File: src/rtl/serial_arbiter.sv
// Two-channel TX arbiter in front of a polled serial port: per-channel byte FIFOs,
// continuous status polling, RX serviced ahead of TX, round-robin between TX channels.
module serial_arbiter #(
  parameter int FIFO_DEPTH = 4
) (
  input  logic       clk,
  input  logic       reset,
  input  logic [7:0] s0_data,
  input  logic       s0_valid,
  output logic       s0_ready,
  input  logic [7:0] s1_data,
  input  logic       s1_valid,
  output logic       s1_ready,
  output logic [7:0] rx_data,
  output logic       rx_valid,
  output logic       io_addr,
  output logic [7:0] io_wdata,
  output logic       io_rd,
  output logic       io_we,
  output logic       io_ce,
  input  logic [7:0] io_rdata,
  output logic       busy
);

  localparam int AW = (FIFO_DEPTH > 1) ? $clog2(FIFO_DEPTH) : 1;
  localparam logic [AW:0] FULL_CNT = (AW+1)'(FIFO_DEPTH);

  typedef enum logic [2:0] {IDLE, POLL, STAT, RXRD, RXCAP, TXWR} state_e;

  state_e     state_q, state_d;
  logic       grant_q, grant_d;
  logic       last_q, last_d;
  logic [7:0] wdata_q, wdata_d;
  logic [7:0] rxd_q, rxd_d;

  logic [7:0]    mem_q    [2][FIFO_DEPTH];
  logic [AW-1:0] wr_ptr_q [2];
  logic [AW-1:0] rd_ptr_q [2];
  logic [AW:0]   cnt_q    [2];
  logic [7:0]    in_data  [2];
  logic [1:0]    in_valid, push, pop, nempty, full;
  logic [7:0]    head;

  assign in_data[0] = s0_data;
  assign in_data[1] = s1_data;
  assign in_valid   = {s1_valid, s0_valid};
  assign s0_ready   = ~full[0];
  assign s1_ready   = ~full[1];
  assign head       = mem_q[grant_q][rd_ptr_q[grant_q]];
  assign busy       = (nempty != 2'b00) || (state_q != IDLE);

  always_comb begin
    for (int c = 0; c < 2; c++) begin
      full[c]   = (cnt_q[c] == FULL_CNT);
      nempty[c] = (cnt_q[c] != '0);
      push[c]   = in_valid[c] & ~full[c];
    end
  end

  // FIFO bookkeeping; pointers wrap naturally since the depth is a power of two
  always_ff @(posedge clk or posedge reset) begin
    if (reset) begin
      for (int c = 0; c < 2; c++) begin
        wr_ptr_q[c] <= '0;
        rd_ptr_q[c] <= '0;
        cnt_q[c]    <= '0;
      end
    end else begin
      for (int c = 0; c < 2; c++) begin
        if (push[c]) wr_ptr_q[c] <= wr_ptr_q[c] + 1'b1;
        if (pop[c])  rd_ptr_q[c] <= rd_ptr_q[c] + 1'b1;
        if (push[c] && !pop[c])      cnt_q[c] <= cnt_q[c] + 1'b1;
        else if (!push[c] && pop[c]) cnt_q[c] <= cnt_q[c] - 1'b1;
      end
    end
  end

  always_ff @(posedge clk) begin
    for (int c = 0; c < 2; c++) begin
      if (push[c]) mem_q[c][wr_ptr_q[c]] <= in_data[c];
    end
  end

  always_ff @(posedge clk or posedge reset) begin
    if (reset) begin
      state_q <= IDLE;
      grant_q <= 1'b0;
      last_q  <= 1'b1;
      wdata_q <= '0;
      rxd_q   <= '0;
    end else begin
      state_q <= state_d;
      grant_q <= grant_d;
      last_q  <= last_d;
      wdata_q <= wdata_d;
      rxd_q   <= rxd_d;
    end
  end

  // io_wdata and rx_data show the live byte in their strobe cycle and hold it afterwards
  always_comb begin
    state_d  = state_q;
    grant_d  = grant_q;
    last_d   = last_q;
    wdata_d  = wdata_q;
    rxd_d    = rxd_q;
    pop      = 2'b00;
    io_rd    = 1'b0;
    io_we    = 1'b0;
    io_ce    = 1'b0;
    io_addr  = 1'b0;
    io_wdata = wdata_q;
    rx_data  = rxd_q;
    rx_valid = 1'b0;
    case (state_q)
      IDLE: state_d = POLL;
      POLL: begin
        io_rd   = 1'b1;
        io_ce   = 1'b1;
        state_d = STAT;
      end
      STAT: begin
        if (io_rdata[0]) begin
          state_d = RXRD;
        end else if (io_rdata[1] && (nempty != 2'b00)) begin
          state_d = TXWR;
          grant_d = (nempty == 2'b11) ? ~last_q : nempty[1];
        end else begin
          state_d = IDLE;
        end
      end
      RXRD: begin
        io_rd   = 1'b1;
        io_ce   = 1'b1;
        io_addr = 1'b1;
        state_d = RXCAP;
      end
      RXCAP: begin
        rx_data  = io_rdata;
        rxd_d    = io_rdata;
        rx_valid = 1'b1;
        state_d  = IDLE;
      end
      TXWR: begin
        io_we          = 1'b1;
        io_ce          = 1'b1;
        io_addr        = 1'b1;
        io_wdata       = head;
        wdata_d        = head;
        pop[grant_q]   = 1'b1;
        last_d         = grant_q;
        state_d        = IDLE;
      end
      default: state_d = IDLE;
    endcase
  end

endmodule

File: config.mk
export PLATFORM = sky130hd
export DESIGN_NAME = serial_arbiter
export DESIGN_NICKNAME = d
export VERILOG_FILES = /design/src/rtl/serial_arbiter.sv
export SDC_FILE = /design/constraint.sdc
export NUM_CORES = 1
export LEC_CHECK = 0
export ABC_AREA = 0
export ABC_CLOCK_PERIOD_IN_PS = 3800
export BUFFER_PORTS_ARGS = -buffer_cell sky130_fd_sc_hd__buf_2
export CAP_MARGIN = 20
export CELL_PAD_IN_SITES_DETAIL_PLACEMENT = 0
export CELL_PAD_IN_SITES_GLOBAL_PLACEMENT = 2
export CORE_ASPECT_RATIO = 0.9
export CORE_UTILIZATION = 25
export DETAILED_ROUTE_END_ITERATION = 10
export PLACE_DENSITY = 0.56
export SKIP_LAST_GASP = 1
export SLEW_MARGIN = 10
export SYNTH_ARGS = -nofsm -noshare
export SYNTH_HDL_FRONTEND = slang
export SYNTH_SLANG_ARGS = --single-unit
File: constraint.sdc
create_clock -name clk -period 3.8 [get_ports clk]
set_input_delay 0.38 -clock clk [delete_from_list [all_inputs] [get_ports clk]]
set_output_delay 0.38 -clock clk [all_outputs]
set_load 0.05 [all_outputs]
After elaboration in Yosys (flattened, before gate mapping)
Memories as Yosys holds them, arrays and structs flattened.
Cells that the tools add are included.

operators by class
  add/sub/neg operators = 8
  $lt $le $gt $ge = 8
  eq/ne operators = 8
  muxes and demuxes = 32
  bitwise gates (word level) = 10
  reduce and logical (&&, ||, !) cells = 24

operators with widths
  cell                                                                   number
  32-bit 2-to-1 mux                                                      2
  8-bit 2-to-1 mux                                                       6
  8-bit demux with 2-bit select                                          2
  3-bit 2-to-1 mux                                                       6
  8-bit binary-select mux with 2-bit select                              1
  3-bit equality test, second input constant                             4
  3-bit one-hot mux with 4 select lines                                  1
  3-bit >= comparator, second input constant                             3
  1-bit 2-to-1 mux                                                       9
  2-bit inverter with 3-bit output                                       3
  3-bit nonzero test                                                     3
  2-bit by 1-bit adder with 2-bit output, second input constant          4
  1-bit logical AND                                                      8
  2-bit 2-to-1 mux                                                       4
  3-bit by 1-bit adder with 3-bit output, second input constant          2
  3-bit by 2-bit equality test with 1-bit output, second input constant  2
  3-bit by 1-bit < comparator with 1-bit output, second input constant   2
  2-bit nonzero test                                                     3
  3-bit by 1-bit subtractor with 3-bit output, second input constant     2
  1-bit zero test                                                        4
  1-bit inverter                                                         4
  2-bit OR reduction                                                     2
  3-bit by 1-bit equality test with 1-bit output, second input constant  1
  3-bit zero test                                                        1
  10 further kinds                                                       11

word-level totals
  bits in registers = 35
  RAM bits = 64
  input bits = 28
  logic and storage cells = 102
  memories kept = 1

memories
  name   words  bits a word  rd ports  clocked after memory_dff  write ports  line  source
  mem_q  2      32           1         0                         2            36    logic [7:0] mem_q [2][FIFO_DEPTH];

Longest topological paths before layout
Gate-level depths: netlist (run 1).

  depth in word-level cells = 9
  depth in mapped cells = 11

Worst setup path after synthesis (run 1)
No wires, ideal clock.

  path kind = reg-to-reg
  start = register cnt_q[0] in the netlist's numbering
  end = register cnt_q[1] in the netlist's numbering
  setup time = 0.125 ns
  arrival = 2.136 ns
  required time = 3.675 ns
  path slack = 1.539 ns
  stages on the path, launching flop included = 8
  buffers on the path = 0
  clock period less this slack = 2.261 ns
  path through = dfrtp_1 nor2_1 nand2_1 and2_0 ha_1 inv_1 fa_1 mux2_2

between the ends
  longest elaborated chain between the ends = 6

RTL lines
  item                                 line  source
  start, declared                      39    logic [AW:0] cnt_q [2];
  start signal, assigned by index      72    if (push[c] && !pop[c]) cnt_q[c] <= cnt_q[c] + 1'b1;
  start signal, assigned by index      73    else if (!push[c] && pop[c]) cnt_q[c] <= cnt_q[c] - 1'b1;
  3-bit equality test (*)              54    full[c] = (cnt_q[c] == FULL_CNT);
  1-bit inverter (*)                   n/a
  via s1_ready                         13    output logic s1_ready,
  1-bit AND (*)                        56    push[c] = in_valid[c] & ~full[c];
  via push[1]                          41    logic [1:0] in_valid, push, pop, nempty, full;
  1-bit zero test                      73
  1-bit logical AND                    73
  2-bit nonzero test (no source line)  n/a

Mark *: on every way through the listed nets, which the timed path passes. The rest lies on a longest branch. The select of a mux whose other input is x is not followed.
A chain may end at the register's enable or synchronous reset.

Worst setup path after layout (run 1)
  start = register rd_ptr_q[2] in the netlist's numbering
  end = output io_wdata[6]

between the ends
  longest elaborated chain between the ends = 8

RTL lines
  item                                                    line  source
  start, declared                                         38    logic [AW-1:0] rd_ptr_q [2];
  start signal, assigned by index                         71    if (pop[c]) rd_ptr_q[c] <= rd_ptr_q[c] + 1'b1;
  2-bit 2-to-1 mux (not written as such) (3 in series)    49    assign head = mem_q[grant_q][rd_ptr_q[grant_q]];
  2-bit inverter with 3-bit output (not written as such)  49
  8-bit binary-select mux with 2-bit select               49
  8-bit 2-to-1 mux (not written as such) (2 in series)    49
  8-bit 2-to-1 mux                                        115   case (state_q)
  end, declared                                           17    output logic [7:0] io_wdata,

No other way between the ends. The select of a mux whose other input is x is not followed.

==> reports/results.ini, run 1 <==
[status]
outcome = finished clean

[floorplanning]
top_level_ports = 52
floorplan.initialDensity = 0.261
floorplan.die.width_um = 140
std_cell_rows = 44
die_area_um2 = 17600
fp.coreArea_um2 = 16400
die_h_um = 126

[critical_path]
worst_ep_arrival_time_ns = 2.29
cp-end-kind = output pin
path_cells = mux2_2 > o211ai_1 > nand3_1 > buf_2
crit_path_max_incr_delay_ns = 0.96
worst-path-buf-inv = 1
critical_path_required_ns = 3.42
crit_path_start_kind = flip-flop
timing.rr.end = cnt_q[1]$_DFFE_PP0P_
path_class = reg -> out
critical_path_depth = 4
reg2reg_from = state_q[1]$_DFF_PP0_
crit_end = io_wdata[6]
cpMaxStageDelayCell = sky130_fd_sc_hd__dfrtp_1
critPathLaunch = rd_ptr_q[2]$_DFFE_PP0P_
regToRegSetupSlack_ns = 1.61
dominant_delay_contributor_by_cell_family_on_the_critical_path = flip-flops
reg2regPathDepth = 7
critPathMaxFanout = 18

[global_routing]
global_route.peak_usage_layer = met2
initial_antenna_violation_count = 0
met3_usage = 0.0403
grt_first_pass_wirelength_um = 13400
globalRoute.totalOverflow = 0
groute.usage.overall = 0.102
grt_util_met1 = 0.128
grt_pass1_vias = 2441
routing_usage_on_met2 = 0.164
grt_start_max_net_pins = 37

[clock_network]
post_cts_buffers = 0
cts.root.buffer_cell = sky130_fd_sc_hd__clkbuf_16
tritoncts = yes
worst_skew_pair.late_latency_ns = 0.34
clock_sinks = 99
numCtsBuffers = 9
cts_hold_buf = 0
cts.htree.levels = 3
clock_path_buffers = 2
clk_pin_slew_ns = 0.07
post_cts.resized_instances = 0

[synth]
synth_top_area_cell = sky130_fd_sc_hd__edfxtp_1
synthesis.nets = 324
yosysMostFrequentCell = sky130_fd_sc_hd__edfxtp_1
synth-edff-count = 64
synth_seq_area_share = 0.655
netlist_area_um2 = 4280
syn-instance-count = 284
post_synthesis_sequential_element_count = 99
synthesis.yosys.warnings = 0
netlist-cell-type-count = 39
synthFlopType = sky130_fd_sc_hd__edfxtp_1
postSynthAreaPerCell_um2 = 15.1
postSynth.asyncResetShare = 0.354
synth_commonest_cells = sky130_fd_sc_hd__edfxtp_1, sky130_fd_sc_hd__dfrtp_1, sky130_fd_sc_hd__nand2_1
synth_largest_type_area_fraction = 0.450
yosys-top-cells-area = sky130_fd_sc_hd__edfxtp_1, sky130_fd_sc_hd__dfrtp_1, sky130_fd_sc_hd__mux2_2, sky130_fd_sc_hd__mux2i_1, sky130_fd_sc_hd__ha_1

[timing]
timing.final.hold_violations = 0
slew_headroom = 0.374
fmaxAchievable_ghz = 0.374
finalWorstSetupSlack_ns = 1.13
setup_tns_ns = 0
worst_slew_pin_slew_ns = 0.939
skew_ns = 0.00592
unrepaired_setup_endpoints_after_global_routing = no
fin_crit_sh = 0.703
post-route-min-period_ns = 2.67
finalSetupViolations = 0
max_slew_vio_count = 0

[final_layout]
area.growth.synth_to_final_pct = 17.0
fin_area_um2 = 5000
post_route_cells_drive_above_1_share = 0.308
antennaDiodeCount = 0
layout.filler_cells = 1637
fin_nets = 376

[routing]
dr_total_vias = 2357
initial_drt_pass_iterations = 4
drt-vias-per-instance = 4.30
route.antenna.remaining_nets = 0
totalWireLength_um = 8140
detail_route.drc_violations = 0
routed_wire_length_per_instance_um = 14.8
detail_route.iter0.violations = 159

[pwr]
worst_ir_drop_vdd_uv = 368
power-per-cell-area_nw_per_um2 = 851
leakage_nw = 2.03

[placement]
gpl.final_weighted_congestion = 0.678
place.detailed.hpwl_um = 5740
numPortBuffers = 51
placement.setup.worst_slack_ns = 1.46
placed_cell_area_um2 = 4690

[run]
max_capacitance_violation_count = 0

[min_path]
timing.hold.worst.class = in -> async

cells by family (layout without fill, tap and decap cells):
logic type | after synthesis | in the layout | synth area share
DFF | 99 | 99 | 0.655
muxes | 46 | 46 | 0.122
buffers and inverters | 22 | 79 | 0.0360
AOI/OAI and AO/OA | 20 | 20 | 0.0351
adders and majority gates | 12 | 12 | 0.0386
and+or+nand+nor | 72 | 72 | 0.0866
xor gates and xnor gates | 13 | 13 | 0.0266
worst min path at each step:
stage | start | end | slack [ns] | cells past startpoint
after floorplan | last_q$_DFFE_PP1N_ | last_q$_DFFE_PP1N_ | 0.44 | 2
after global placement | last_q$_DFFE_PP1N_ | last_q$_DFFE_PP1N_ | 0.45 | 2
after detailed placement | last_q$_DFFE_PP1N_ | last_q$_DFFE_PP1N_ | 0.46 | 2
after CTS | reset | rxd_q[5]$_DFF_PP0_ | 0.15 | 3
after global routing | reset | rxd_q[4]$_DFF_PP0_ | 0.18 | 3
final | reset | rxd_q[5]$_DFF_PP0_ | 0.14 | 3
stage by stage:
stage          instances  hold slack (ns)  total power [W]  utilization
4_1_cts              548            0.147          0.00433        0.305
2_1_floorplan        284            0.439          0.00305            -
3_5_place_dp         532            0.459          0.00338        0.286
3_3_place_gp         532            0.452          0.00337        0.286
6_report             548            0.136          0.00426        0.305
5_1_grt              548            0.178          0.00453        0.305
metal layers:
layer / routed length [µm] / share of wire / vias to the layer above
met5: 0 / 0 / -
met4: 65 / 0.0080 / 0
met2: 3990 / 0.49 / 63
li1: - / - / 1131
met1: 3620 / 0.45 / 1158
met3: 464 / 0.057 / 5
state kept, by name (all words and copies together) (netlist names):
signal	cells
mem_q	64
rxd_q	8
wr_ptr_q	4
grant_q	1
cnt_q	6
rd_ptr_q	4
state_q	3
wdata_q	8
last_q	1
worst register-to-register path: stages (launching register included):
cell and delay, ns:
sky130_fd_sc_hd__dfrtp_1 0.47, sky130_fd_sc_hd__nand3b_4 0.32, sky130_fd_sc_hd__inv_2 0.16, sky130_fd_sc_hd__nand2_1 0.13, sky130_fd_sc_hd__ha_1 0.25, sky130_fd_sc_hd__inv_1 0.07
sky130_fd_sc_hd__fa_1 0.41, sky130_fd_sc_hd__mux2_2 0.27
placed cells by master (no fill, tap or decap), drive strengths merged, types with 2 or more instances in the layout:
cell    instances
mux2i          17
clkbuf          9
xnor2           7
xor2            6
and2            4
inv            12
nand2          33
nand3b          3
buf            54
nand3           9
a21boi          2
edfxtp         64
o211ai         16
ha             10
fa              2
nor2            7
a21oi           2
and3            8
nor2b           2
dfrtp          34
clkinv          2
mux2           29
where the power goes:
part           leakage, nW  switching, W  total, W  internal (W)
clock                0.147      0.000414  0.000934      0.000521
combinational        0.875       0.00103   0.00159      0.000553
sequential            1.01      0.000245   0.00173       0.00149
total                 2.03       0.00169   0.00426       0.00256
area by class of cell:
cell class                 instances  area, µm²  area share
clock inverter                     7       83.8      0.0168
timing repair buffer              54        278      0.0555
sequential                        99       2800       0.560
tap                              207        259      0.0518
clock buffer                       9        225      0.0450
inverter                           9       33.8     0.00676
multi-input combinational        163       1320       0.264
No activity file was read; power rests on OpenSTA's default activity.
==> run 2: changes to the inputs <==
--- a/config.mk
+++ b/config.mk
@@ -6,7 +6,7 @@
 export NUM_CORES = 1
 export LEC_CHECK = 0
 export ABC_AREA = 0
-export ABC_CLOCK_PERIOD_IN_PS = 3800
+export ABC_CLOCK_PERIOD_IN_PS = 2500
 export BUFFER_PORTS_ARGS = -buffer_cell sky130_fd_sc_hd__buf_2
 export CAP_MARGIN = 20
 export CELL_PAD_IN_SITES_DETAIL_PLACEMENT = 0
==> constraint.sdc (replaced) <==
create_clock -name clk -period 2.5 [get_ports clk]
set_input_delay 0.25 -clock clk [delete_from_list [all_inputs] [get_ports clk]]
set_output_delay 0.25 -clock clk [all_outputs]
set_load 0.05 [all_outputs]
==> reports/results.ini, run 2 (synthesized netlist as in run 1, its figures left out) <==
[critical_path]
path_class = reg -> out
critical_path_required_ns = 2.25
cpMaxStageDelayCell = sky130_fd_sc_hd__dfrtp_1
reg2regPathDepth = 7
regToRegSetupSlack_ns = 0.45
path_cells = mux2i_1 > and2_2 > o211ai_1 > nand3_1 > buf_2
worst_ep_arrival_time_ns = 2.04
reg2reg_from = cnt_q[0]$_DFFE_PP0P_
critPathMaxFanout = 8
crit_path_start_kind = flip-flop
cp-end-kind = output pin
timing.rr.end = cnt_q[1]$_DFFE_PP0P_
crit_path_max_incr_delay_ns = 0.50

[clock_network]
clk_pin_slew_ns = 0.06
tritoncts = yes
clock_sinks = 99
numCtsBuffers = 9
worst_skew_pair.late_latency_ns = 0.34
cts.root.buffer_cell = sky130_fd_sc_hd__clkbuf_16
cts_hold_buf = 0
clock_path_buffers = 2
cts.htree.levels = 3

[pwr]
total_chip_power_w = 0.00655
leakage_nw = 2.06
worst_ir_drop_vdd_uv = 702
power-per-cell-area_nw_per_um2 = 1290

[timing]
unrepaired_setup_endpoints_after_global_routing = no
setup_tns_ns = 0
fmaxAchievable_ghz = 0.437
skew_ns = 0.00696
slew_headroom = 0.671
fin_crit_sh = 0.916
max_slew_vio_count = 0
finalSetupViolations = 0
worst_slew_pin_slew_ns = 0.493
finalWorstSetupSlack_ns = 0.211
timing.final.hold_violations = 0
post-route-min-period_ns = 2.29

[floorplanning]
floorplan.die.width_um = 140
die_area_um2 = 17600
floorplan.initialDensity = 0.261
top_level_ports = 52
fp.coreArea_um2 = 16400
std_cell_rows = 44
die_h_um = 126

[global_routing]
grt_start_max_net_pins = 36
grt_first_pass_wirelength_um = 12800
grt_pass1_vias = 2415
groute.usage.overall = 0.0970
initial_antenna_violation_count = 0
globalRoute.totalOverflow = 0

[routing]
dr_total_vias = 2324
totalWireLength_um = 7940
drt-vias-per-instance = 4.20
detail_route.iter0.violations = 99
route.antenna.remaining_nets = 0
detail_route.drc_violations = 0
initial_drt_pass_iterations = 4
routed_wire_length_per_instance_um = 14.4

[final_layout]
largest_register_ffs = 64
post_route_cells_drive_above_1_share = 0.324
antennaDiodeCount = 0
layout_common_cells = sky130_fd_sc_hd__edfxtp_1, sky130_fd_sc_hd__buf_2, sky130_fd_sc_hd__nand2_1, sky130_fd_sc_hd__dfrtp_1, sky130_fd_sc_hd__mux2_2
layout.cells.most_common = sky130_fd_sc_hd__edfxtp_1
area.growth.synth_to_final_pct = 18.5
post-route-util = 0.309
layout.filler_cells = 1667
fin_nets = 381

[run]
max_capacitance_violation_count = 0

[placement]
placement.setup.worst_slack_ns = 0.362
place.detailed.hpwl_um = 5740
numPortBuffers = 51
gpl.final_weighted_congestion = 0.636

[min_path]
timing.hold.worst.class = in -> async

[status]
outcome = finished clean

run 2: repair_timing:
action / in CTS / in global routing
endpoints found under the setup margin: 0 / 8
resized for setup: 0 / 4
buffers inserted: 0 / 3
run 2: area by class of cell:
class	count	area [µm²]	share of cell area
flip-flops and latches	99	2800	0.553
multi-input cells	163	1330	0.262
repair buffers	59	318	0.0627
well taps	207	259	0.0511
clock buffers	11	243	0.0479
clock inverters	5	83.8	0.0165
inverters	9	33.8	0.00667
run 2: critical path: cells and delay by family (launching register included):
kind            cells  cell delay [ns]
mux                 1             0.36
compound gates      1             0.11
simple gates        2             0.45
flops               1             0.50
buf+inv             1             0.28
run 2: stage by stage:
| stage | cell area (µm²) | hold WS, ns | cells |
|---|---|---|---|
| after floorplan | 4280 | 0.349 | 284 |
| after global placement | 4710 | 0.395 | 534 |
| after detailed placement | 4710 | 0.390 | 534 |
| after CTS | 5030 | 0.0179 | 550 |
| after global routing | 5070 | 0.0551 | 553 |
| final | 5070 | 0.00429 | 553 |
run 2: metal layers:
metal | vias to the layer above | share of wire | global-route usage
met5 | - | 0 | 0
met4 | 0 | 0.015 | 0.0368
met3 | 11 | 0.047 | 0.0308
met2 | 50 | 0.48 | 0.160
met1 | 1129 | 0.45 | 0.118
li1 | 1134 | - | -
run 2: power by group:
| group | leakage [nW] | internal, W | switching (W) |
|---|---|---|---|
| combinational | 0.899 | 0.000865 | 0.00167 |
| sequential | 1.01 | 0.00227 | 0.000265 |
| clock | 0.152 | 0.000908 | 0.000580 |
| total | 2.06 | 0.00404 | 0.00251 |
run 2: worst max-delay path by stage:
stage               slack, ns                   end            startpoint
CTS                      0.02           io_wdata[4]  state_q[1]$_DFF_PP0_
finish                   0.21           io_wdata[6]   grant_q$_DFFE_PP0P_
global route            0.002           io_wdata[0]   grant_q$_DFFE_PP0P_
detailed placement       0.36  cnt_q[1]$_DFFE_PP0P_  state_q[1]$_DFF_PP0_
global placement         0.40  cnt_q[2]$_DFFE_PP0P_  cnt_q[0]$_DFFE_PP0P_
floorplan                0.24  cnt_q[1]$_DFFE_PP0P_  cnt_q[0]$_DFFE_PP0P_
==> run 3: changes to the inputs <==
--- a/config.mk
+++ b/config.mk
@@ -14,7 +14,7 @@
 export CORE_ASPECT_RATIO = 0.9
 export CORE_UTILIZATION = 25
 export DETAILED_ROUTE_END_ITERATION = 10
-export PLACE_DENSITY = 0.56
+export PLACE_DENSITY_LB_ADDON = 0.1
 export SKIP_LAST_GASP = 1
 export SLEW_MARGIN = 10
 export SYNTH_ARGS = -nofsm -noshare
==> reports/results.ini, run 3 (synthesized netlist as in run 1, its figures left out) <==
[critical_path]
crit_path_start_kind = flip-flop
critPathMaxFanout = 12
reg2regPathDepth = 8
worst_ep_arrival_time_ns = 2.07
cp-end-kind = output pin
timing.rr.end = cnt_q[4]$_DFFE_PP0P_
reg2reg_from = state_q[1]$_DFF_PP0_
path_class = reg -> out
regToRegSetupSlack_ns = 0.41
critical_path_required_ns = 2.25

[clock_network]
clock_path_buffers = 2
cts.htree.levels = 3
cts_hold_buf = 0
clock_sinks = 99
tritoncts = yes
clk_pin_slew_ns = 0.07
numCtsBuffers = 9
worst_skew_pair.late_latency_ns = 0.35
cts.root.buffer_cell = sky130_fd_sc_hd__clkbuf_16

[routing]
totalWireLength_um = 8630
dr_total_vias = 2363
top_layer = met4
dr_wl_met3_um = 397
met1Wirelength_um = 3820
drt-vias-per-instance = 4.28
detail_route.iter0.violations = 101
routed_wire_length_per_instance_um = 15.6
detail_route.drc_violations = 0
met2_wl_um = 4260
initial_drt_pass_iterations = 4
route.antenna.remaining_nets = 0

[timing]
worst_slew_pin_slew_ns = 0.506
setup_tns_ns = 0
post-route-min-period_ns = 2.32
fmaxAchievable_ghz = 0.431
timing.final.hold_violations = 6
slew_headroom = 0.663
fin_crit_sh = 0.928
unrepaired_setup_endpoints_after_global_routing = no
hold-worst-slack_ns = -0.00915
max_slew_vio_count = 0
skew_ns = 0.00855
finalSetupViolations = 0

[floorplanning]
die_area_um2 = 17600
floorplan.die.width_um = 140
std_cell_rows = 44
fp.coreArea_um2 = 16400
die_h_um = 126
top_level_ports = 52
floorplan.initialDensity = 0.261

[global_routing]
grt_pass1_vias = 2524
globalRoute.totalOverflow = 0
grt_start_max_net_pins = 36
initial_antenna_violation_count = 0
grt_first_pass_wirelength_um = 13900
groute.usage.overall = 0.108

[pwr]
swShare = 0.392
worst_ir_drop_vdd_uv = 621
power-per-cell-area_nw_per_um2 = 1310
power.clock.fraction = 0.228
cell_internal_pwr_w = 0.00403
fraction_of_power_consumed_by_combinational_cells = 0.386
power_frac_seq = 0.386
leakage_nw = 2.07
switching_power_w = 0.00260

[placement]
numPortBuffers = 51
gpl.final_weighted_congestion = 0.672
place.detailed.hpwl_um = 6100

[min_path]
timing.hold.worst.class = in -> async

[final_layout]
area.growth.synth_to_final_pct = 18.5
antennaDiodeCount = 0
layout.cells.most_common = sky130_fd_sc_hd__edfxtp_1
layout.filler_cells = 1648
post_route_cells_drive_above_1_share = 0.328
layout_common_cells = sky130_fd_sc_hd__edfxtp_1, sky130_fd_sc_hd__buf_2, sky130_fd_sc_hd__nand2_1, sky130_fd_sc_hd__dfrtp_1, sky130_fd_sc_hd__mux2_2
largest_register_ffs = 64
fin_nets = 380

[status]
outcome = finished, violations left
violations = negative hold slack

[run]
max_capacitance_violation_count = 0

[run 3: cell count changes in the layout (fill, tap and decap cells not counted), sizes merged]
cell	previous run	this run
clkinvlp	2	0
clkinv	0	3
inv	10	11
clkbuf	12	9
[run 3: cell type report]
| cell class | count | area [µm²] | share of cell area |
|---|---|---|---|
| clock inverter | 7 | 98.8 | 0.0195 |
| timing repair buffer | 58 | 320 | 0.0632 |
| clock buffer | 9 | 225 | 0.0444 |
| multi-input combinational | 163 | 1330 | 0.262 |
| tap | 207 | 259 | 0.0511 |
| sequential | 99 | 2800 | 0.553 |
| inverter | 9 | 33.8 | 0.00667 |
[run 3: worst max-delay path by stage]
stage	startpoint	endpoint	slack (ns)	cells past startpoint
final	rd_ptr_q[0]$_DFFE_PP0P_	io_wdata[6]	0.18	6
after detailed placement	state_q[1]$_DFF_PP0_	cnt_q[2]$_DFFE_PP0P_	0.33	9
after global routing	rd_ptr_q[0]$_DFFE_PP0P_	io_wdata[7]	0.01	6
after global placement	state_q[1]$_DFF_PP0_	io_wdata[4]	0.37	6
after CTS	state_q[1]$_DFF_PP0_	io_wdata[6]	0.04	5
after floorplan	cnt_q[0]$_DFFE_PP0P_	cnt_q[1]$_DFFE_PP0P_	0.24	7
[run 3: power groups by stage]
stage                     sequential, W  clock (W)  combinational [W]
after CTS                       0.00257    0.00157            0.00263
after global placement          0.00259          0            0.00262
after floorplan                 0.00246          0            0.00218
after global routing            0.00263    0.00163            0.00282
after detailed placement        0.00260          0            0.00262
final                           0.00256    0.00151            0.00256
[run 3: per-stage QoR]
stage / std cells / area, µm² / utilization / power, W / setup slack, ns
2_1_floorplan: 284 / 4280 / - / 0.00463 / 0.239
3_3_place_gp: 534 / 4720 / 0.288 / 0.00522 / 0.372
3_5_place_dp: 534 / 4720 / 0.288 / 0.00522 / 0.328
4_1_cts: 550 / 5040 / 0.308 / 0.00677 / 0.0406
5_1_grt: 552 / 5070 / 0.309 / 0.00708 / 0.0102
6_report: 552 / 5070 / 0.309 / 0.00663 / 0.179
[run 3: worst max-delay path: stages, from the launching register on]
cell	delay, ns
sky130_fd_sc_hd__dfrtp_1	0.57
sky130_fd_sc_hd__buf_4	0.33
sky130_fd_sc_hd__mux2i_1	0.27
sky130_fd_sc_hd__nand2_1	0.08
sky130_fd_sc_hd__o211ai_1	0.10
sky130_fd_sc_hd__nand3_1	0.14
sky130_fd_sc_hd__buf_2	0.24
[run 3: what timing repair did]
action,in CTS,in global routing
setup buffers,0,2
resized for setup,1,3
endpoints found under the setup margin,3,8
[run 3: routing by layer]
layer  track usage  up-vias
met5             0        -
met4        0.0446        0
met3        0.0354       11
met2         0.182       51
met1         0.126     1168
li1              -     1133
